File: config.mk
export PLATFORM = sky130hd
export DESIGN_NAME = sum_acc
export DESIGN_NICKNAME = d
export VERILOG_FILES = /design/src/rtl/sum_acc.sv
export SDC_FILE = /design/constraint.sdc
export NUM_CORES = 1
export LEC_CHECK = 0
export CORE_MARGIN = 8
export CORE_UTILIZATION = 54
export DETAILED_ROUTE_END_ITERATION = 8
export PLACE_DENSITY = 0.82
export SETUP_SLACK_MARGIN = 0.1
export SYNTH_ARGS = -nofsm -noshare
export SYNTH_HDL_FRONTEND = slang
export SYNTH_SLANG_ARGS = --single-unit
File: constraint.sdc
create_clock -name clk -period 5.83 [get_ports clk]
set_input_delay 1.749 -clock clk [delete_from_list [all_inputs] [get_ports clk]]
set_output_delay 1.749 -clock clk [all_outputs]
set_load 0.005 [all_outputs]
File: src/rtl/sum_acc.sv
// sum_acc: batches COUNT consecutive 4-bit sums into one ACC_W-bit total with a
// sticky overflow flag, handed off over valid/ready.
module sum_acc #(
  parameter int COUNT = 5,
  parameter int ACC_W = 6
) (
  input  logic             clk,
  input  logic             rst,
  input  logic             clr,
  input  logic [3:0]       in_data,
  input  logic             in_valid,
  output logic             in_ready,
  output logic [ACC_W-1:0] out_data,
  output logic             out_ovf,
  output logic             out_valid,
  input  logic             out_ready
);

  localparam int CNT_W = $clog2(COUNT);
  localparam logic [CNT_W-1:0] CNT_LAST = CNT_W'(COUNT - 1);

  typedef enum logic [0:0] {
    ACCUM = 1'b0,
    HOLD  = 1'b1
  } state_t;

  state_t           state_r;
  logic [ACC_W-1:0] acc_r;
  logic [CNT_W-1:0] cnt_r;
  logic             ovf_r;
  logic [ACC_W:0]   sum_s;
  logic             accept_s;

  // Bit ACC_W of the sum is the carry out of the accumulator for this sample.
  assign sum_s    = {1'b0, acc_r} + {{(ACC_W-3){1'b0}}, in_data};
  assign in_ready = (state_r == ACCUM) & ~clr;
  assign accept_s = in_valid & in_ready;

  // Batch accumulation, result register and handshake state.
  always_ff @(posedge clk) begin
    if (rst) begin
      state_r   <= ACCUM;
      acc_r     <= '0;
      cnt_r     <= '0;
      ovf_r     <= 1'b0;
      out_data  <= '0;
      out_ovf   <= 1'b0;
      out_valid <= 1'b0;
    end else if (clr) begin
      // Abort keeps the last delivered result visible on out_data/out_ovf.
      state_r   <= ACCUM;
      acc_r     <= '0;
      cnt_r     <= '0;
      ovf_r     <= 1'b0;
      out_valid <= 1'b0;
    end else begin
      case (state_r)
        ACCUM: begin
          if (accept_s) begin
            if (cnt_r == CNT_LAST) begin
              out_data  <= sum_s[ACC_W-1:0];
              out_ovf   <= ovf_r | sum_s[ACC_W];
              out_valid <= 1'b1;
              acc_r     <= '0;
              cnt_r     <= '0;
              ovf_r     <= 1'b0;
              state_r   <= HOLD;
            end else begin
              acc_r <= sum_s[ACC_W-1:0];
              ovf_r <= ovf_r | sum_s[ACC_W];
              cnt_r <= cnt_r + CNT_W'(1);
            end
          end
        end
        HOLD: begin
          if (out_ready) begin
            out_valid <= 1'b0;
            state_r   <= ACCUM;
          end
        end
        default: begin
          state_r   <= ACCUM;
          out_valid <= 1'b0;
        end
      endcase
    end
  end

  sum_acc_chk u_chk (
    .clk       (clk),
    .rst       (rst),
    .clr       (clr),
    .in_ready  (in_ready),
    .out_valid (out_valid),
    .out_ready (out_ready)
  );

endmodule

// sum_acc_chk: handshake invariants of sum_acc.
module sum_acc_chk (
  input logic clk,
  input logic rst,
  input logic clr,
  input logic in_ready,
  input logic out_valid,
  input logic out_ready
);

  // A held result only retires through out_ready, clr or rst.
  property p_valid_hold;
    @(posedge clk) disable iff (rst)
      (out_valid && !out_ready && !clr) |=> out_valid;
  endproperty
  a_valid_hold: assert property (p_valid_hold);

  // Input acceptance and result presentation are mutually exclusive.
  property p_no_overlap;
    @(posedge clk) disable iff (rst)
      !(in_ready && out_valid);
  endproperty
  a_no_overlap: assert property (p_no_overlap);

endmodule

Yosys cells after proc, flatten, opt, wreduce, memory -nomap -nowiden:

Index checks and enable logic that the tools add are counted.
Widths: inputs -> output; s select.

* muxes and demuxes: 11
* add/subtract/negate cells: 2
* bitwise operators: 5
* equal/unequal tests: 4
* reductions and logical operators: 4

Operator list (count)
* $add 6x4->7: 1
* $mux 1: 7
* $mux 6: 1
* $ne 2x2->1 const B: 2
* $pmux 1 s2: 2
* $reduce_and 4->1: 1
* $add 3x1->3 const B: 1
* $eq 3x3->1 const B: 1
* $mux 3: 1
* $reduce_and 3->1: 1
* $and 1x1->1: 2
* $ne 2x1->1 const B: 1
* $not 1->1: 2
* $reduce_and 2->1: 1
* $reduce_or 2->1: 1
* $or 1x1->1: 1

* flip-flop bits (word level): 19
* input port bits: 9
* logic and storage cells: 33
* output and inout port bits: 9

Depth between registers and ports, before layout:

Gate-level depths: netlist of the first run.

* word-level depth: 5
* mapped depth: 7

Least setup slack after synthesis of the first run:

OpenSTA, ideal clock, no wires.

* kind: input -> output
* from: input port clr
* to: output port in_ready
* stages on the path: 1
* required time: 4.081 ns
* setup slack: 2.237 ns
* buffers on the path: 0
* arrival time: 1.844 ns
* cells stage by stage: nor2_1

* longest elaborated chain between the ends: 2

Ends and longest elaborated chain
* start, declared: line 9 `input logic clr,`
* $not 1->1 (no line)
* $and 1x1->1: line 36 `assign in_ready = (state_r == ACCUM) & ~clr;`
* end, declared: line 12 `output logic in_ready,`

No other way between the ends.

Worst setup path after layout of the first run:

Same ends and word-level chain as after synthesis.

==> reports/qor.txt, run 1 <==
fin crit share - 79.4%
CP max stage cell - clkdlybuf4s50_1
Worst Setup End Kind - primary output
WHS - 0.463 ns
Syn Inst Count - 106
# DRC - 0
Netlist cell types - 38
core region area - 1730 µm²
sequential area share after synthesis - 38.8%
total track usage - 13.7%
pwr/cell area - 192 nW/µm²
crit path max fanout - 5
# H-tree levels - 1
clk slew on worst S/H paths - 0.11 ns
# rows - 15
top_reg_cell synth - dfxtp_1
WP data required - 4.08 ns
Slew Viols, Final - 0
diode count - 0
Post-CTS Setup Repair Bufs - 0
Die H - 58.6 µm
GR Util met3 - 3.48%
I/O Buffers - 17
Fillers - 144
Initial DRC Count - 10
status - completed
DR vias - 851
Setup-failing EPs final - 0
syn_nets - 122
CTS Sinks - 19
gp weighted congestion - 0.751
die area - 3440 µm²
hpwl dp - 1570 µm
WS Path Type - in -> out
grt ovf - 0
DRT Pass-1 Iters - 4
num ports - 18
met1 GRT Util - 15.0%
grt met2 use - 23.9%
Clock Tree Buf Depth - 2
Worst Tran Pin Value - 0.488 ns
final setup TNS - 0 ns
grt peak-use layer - met2
slew margin rel. - 67.4%
total power - 0.000228 W
vias per inst - 5.75
largest net degree at the start of global routing - 16
CTS tree - yes
final wirelength - 2170 µm
Critical Path Most Common Cell - clkdlybuf4s50_1
most frequent cells in the layout - 19 x dfxtp_1, 17 x clkdlybuf4s50_1, 11 x nand2_1
Yosys reg bits - 19
worst hold path type - reg -> reg
yosys warns - 0
most common cell after layout, fill and taps aside - dfxtp_1
x dimension of the die - 58.6 µm
minimum clock period - 4.63 ns
hold buffers post-CTS - 0
final net count - 140
cells along the critical path - clkdlybuf4s50_1 -> nor2_1 -> clkdlybuf4s50_1
CTS Root Cell - clkbuf_4
fmax - 0.216 GHz
CTS buffer count - 3
Worst VDD drop - 0.154 mV
CP Launch Type - input pin
WL/cell - 14.7 µm
Initial Util - 56.8%
initial antenna violation count - 0
worst-skew pair later-pin latency - 0.29 ns
# resized after CTS - 0
post-synth design cell area - 981 µm²
layout cell share with drive strength beyond 1 - 7.32%
global-route wire length before repair - 3770 µm
Layout Skew - 0.00174 ns
Leakage - 0.445 nW
synthesized area per cell - 9.25 µm²
crit path DAT - 2.88 ns
Layout area overhead - 20.9%
Detail Route Antenna Nets - 0
RSZ-0062 raised after global routing - no
vias in the first global route - 906
Largest stage delay, worst path - 0.51 ns
Final Hold Viols - 0
maxcap violations - 0
Post-synth EDFFs - 0
ys async rst share - 0%
[critical path, delay by kind of cell]
family | cells | cell delay (ns)
buffers and inverters | 2 | 1.01
AND/OR/NAND/NOR | 1 | 0.12
[where the power goes]
part	switching [W]	internal (W)
registers	0.00000264	0.000132
clock network	0.0000414	0.0000255
logic	0.0000133	0.0000132
[cell usage after synthesis (2+ instances only)]
cell	instances	area [µm²]
nand3_1	5	25.0
a21oi_1	10	50.1
nand4b_1	2	17.5
nand2_1	11	41.3
or4_1	2	15.0
a22oi_1	2	15.0
inv_1	2	7.51
nor2_1	8	30.0
nand3b_1	3	22.5
dfxtp_1	19	380
nand2b_1	2	12.5
nor3_1	3	15.0
a21o_1	4	30.0
clkbuf_1	2	7.51
ha_1	6	75.1
xnor2_1	3	26.3
[logic make-up (layout without fill, tap and decap cells)]
logic type / after synthesis / count (layout) / synth area share, %
buf+inv: 6 / 23 / 3.19
fa+ha+maj: 7 / 7 / 9.69
flops: 19 / 19 / 38.8
mux: 1 / 1 / 1.02
compound gates: 24 / 24 / 16.2
simple gates: 46 / 46 / 28.4
xor+xnor: 3 / 3 / 2.68
[flip-flops by register name, indices dropped and copies added, names as in the netlist]
| name | count |
|---|---|
| acc_r | 6 |
| out_valid | 1 |
| state_r | 1 |
| cnt_r | 3 |
| ovf_r | 1 |
| out_ovf | 1 |
| out_data | 6 |
[layout make-up]
type / count / area [µm²] / area share (%)
Multi-Input combinational cell: 81 / 569 / 48.0
Inverter: 2 / 7.51 / 0.633
Sequential cell: 19 / 380 / 32.1
Clock inverter: 1 / 5.00 / 0.422
Timing Repair Buffer: 17 / 170 / 14.3
Clock buffer: 3 / 22.5 / 1.90
Tap cell: 25 / 31.3 / 2.64
[per-layer routing]
layer	vias up	routed length [µm]
li1	419	-
met1	412	966
met2	18	1080
met3	2	106
met4	0	15
met5	-	0
[final timing paths]
kind,slack (ns),cells past startpoint,endpoint,from
max,1.20,3,in_ready,clr
min,0.46,2,out_data[1],out_data[1]
max reg2reg,3.95,6,out_ovf,acc_r[0]
min reg2reg,0.46,2,out_data[1],out_data[1]
[per-stage QoR]
stage                     setup WS, ns  util [%]  instances  cell area (µm²)
after global routing              1.13      68.7        148             1190
after floorplan                   2.24         -        106              981
after detailed placement          1.19      67.1        144             1160
after global placement            1.21      67.1        144             1160
final                             1.20      68.7        148             1190
after CTS                         1.19      68.7        148             1190
No activity file was read; power rests on OpenSTA's default activity.
==> inputs of run 2 (changes only) <==
--- a/config.mk
+++ b/config.mk
@@ -6,9 +6,9 @@
 export NUM_CORES = 1
 export LEC_CHECK = 0
 export CORE_MARGIN = 8
-export CORE_UTILIZATION = 54
+export CORE_UTILIZATION = 50
 export DETAILED_ROUTE_END_ITERATION = 8
-export PLACE_DENSITY = 0.82
+export PLACE_DENSITY = 0.77
 export SETUP_SLACK_MARGIN = 0.1
 export SYNTH_ARGS = -nofsm -noshare
 export SYNTH_HDL_FRONTEND = slang
==> constraint.sdc (replaced) <==
create_clock -name clk -period 4.5 [get_ports clk]
set_input_delay 1.35 -clock clk [delete_from_list [all_inputs] [get_ports clk]]
set_output_delay 1.35 -clock clk [all_outputs]
set_load 0.005 [all_outputs]
==> run 2 against run 1 <==
  * Register-to-register slack worse by 1.3 ns
  * Clock power is 32% higher
  * Routed wire length is 6.1% lower
  * Largest cell class unchanged
  * Critical endpoint unchanged
==> reports/qor.txt, run 2 (same netlist as run 1, synthesis figures left out) <==
DR vias - 832
Die H - 60.3 µm
DRT Pass-1 Iters - 4
Clock Tree Buf Depth - 2
diode count - 0
Post-CTS Setup Repair Bufs - 0
vias in the first global route - 787
Detail Route Antenna Nets - 0
Worst Tran Pin Value - 0.503 ns
Final Hold Viols - 0
most frequent cells in the layout - 19 x dfxtp_1, 17 x clkdlybuf4s50_1, 11 x nand2_1
Worst Setup End Kind - primary output
Slew Viols, Final - 0
WP data required - 3.15 ns
num ports - 18
grt ovf - 0
die area - 3640 µm²
largest net degree at the start of global routing - 16
final wirelength - 2040 µm
slew margin rel. - 66.4%
CTS Root Cell - clkbuf_4
WS Path Type - in -> out
worst hold path type - reg -> reg
most common cell after layout, fill and taps aside - dfxtp_1
pwr/cell area - 248 nW/µm²
global-route wire length before repair - 3420 µm
CTS Sinks - 19
# H-tree levels - 1
DR top layer - met4
initial antenna violation count - 0
Largest regs - acc_r: 6 flops, out_data: 6 flops, cnt_r: 3 flops
Fillers - 173
vias per inst - 5.55
Worst VDD drop - 0.170 mV
Layout area overhead - 21.2%
core region area - 1900 µm²
Setup-failing EPs final - 0
total track usage - 12.5%
gp weighted congestion - 0.748
storage element area - 380 µm²
status - completed
worst-skew pair later-pin latency - 0.30 ns
minimum clock period - 3.84 ns
maxcap violations - 0
crit path DAT - 2.49 ns
# DRC - 0
Layout Skew - 0.000747 ns
crit path max fanout - 5
hpwl dp - 1500 µm
Initial DRC Count - 16
Setup WS pre-CTS - 0.655 ns
routed length on met3 - 88 µm
WL/cell - 13.6 µm
# resized after CTS - 0
# rows - 16
metal2 WL - 1020 µm
fin crit share - 85.4%
DRT met1 WL - 894 µm
CP Launch Type - input pin
CTS tree - yes
CTS buffer count - 3
I/O Buffers - 17
final net count - 140
WHS - 0.460 ns
x dimension of the die - 60.3 µm
Initial Util - 51.6%
final setup TNS - 0 ns
Setup WS post-layout - 0.657 ns
Leakage - 0.445 nW
fmax - 0.260 GHz
hold buffers post-CTS - 0
layout cell share with drive strength beyond 1 - 7.32%
clk slew on worst S/H paths - 0.11 ns
RSZ-0062 raised after global routing - no
multi-input logic area - 569 µm²
total power - 0.000295 W
## run 2: worst max-delay path: stages
cell and delay, ns:
clkdlybuf4s50_1 0.50, nor2_1 0.13, clkdlybuf4s50_1 0.51
## run 2: path summary, 6_finish.rpt
check                            startpoint          end  slack [ns]  cells after the start
worst min-delay path            out_data[0]  out_data[0]        0.46                      2
worst min register to register  out_data[0]  out_data[0]        0.46                      2
worst max register to register     acc_r[0]  out_data[4]        2.66                      6
worst max-delay path                    clr     in_ready        0.66                      3
## run 2: through the flow
| step | area (µm²) | std cells | util (%) |
|---|---|---|---|
| global placement | 1160 | 146 | 61.1 |
| finish | 1190 | 150 | 62.5 |
| CTS | 1190 | 150 | 62.5 |
| detailed placement | 1160 | 146 | 61.1 |
| global route | 1190 | 150 | 62.5 |
| floorplan | 981 | 106 | - |
## run 2: layout make-up
cell class              instances  area share, %
well taps                      27           2.84
inverters                       2          0.632
clock inverters                 1          0.421
clock buffers                   3           1.89
flip-flops and latches         19           32.0
multi-input cells              81           47.9
repair buffers                 17           14.3
## run 2: power by group
part	internal, W	switching (W)
registers	0.000171	0.00000316
logic	0.0000170	0.0000165
clock network	0.0000332	0.0000550
## run 2: per-layer routing
metal | vias to the layer above | track usage [%]
li1 | 421 | -
met1 | 393 | 14.0
met2 | 13 | 21.0
met3 | 5 | 3.66
met4 | 0 | 6.12
met5 | - | 0
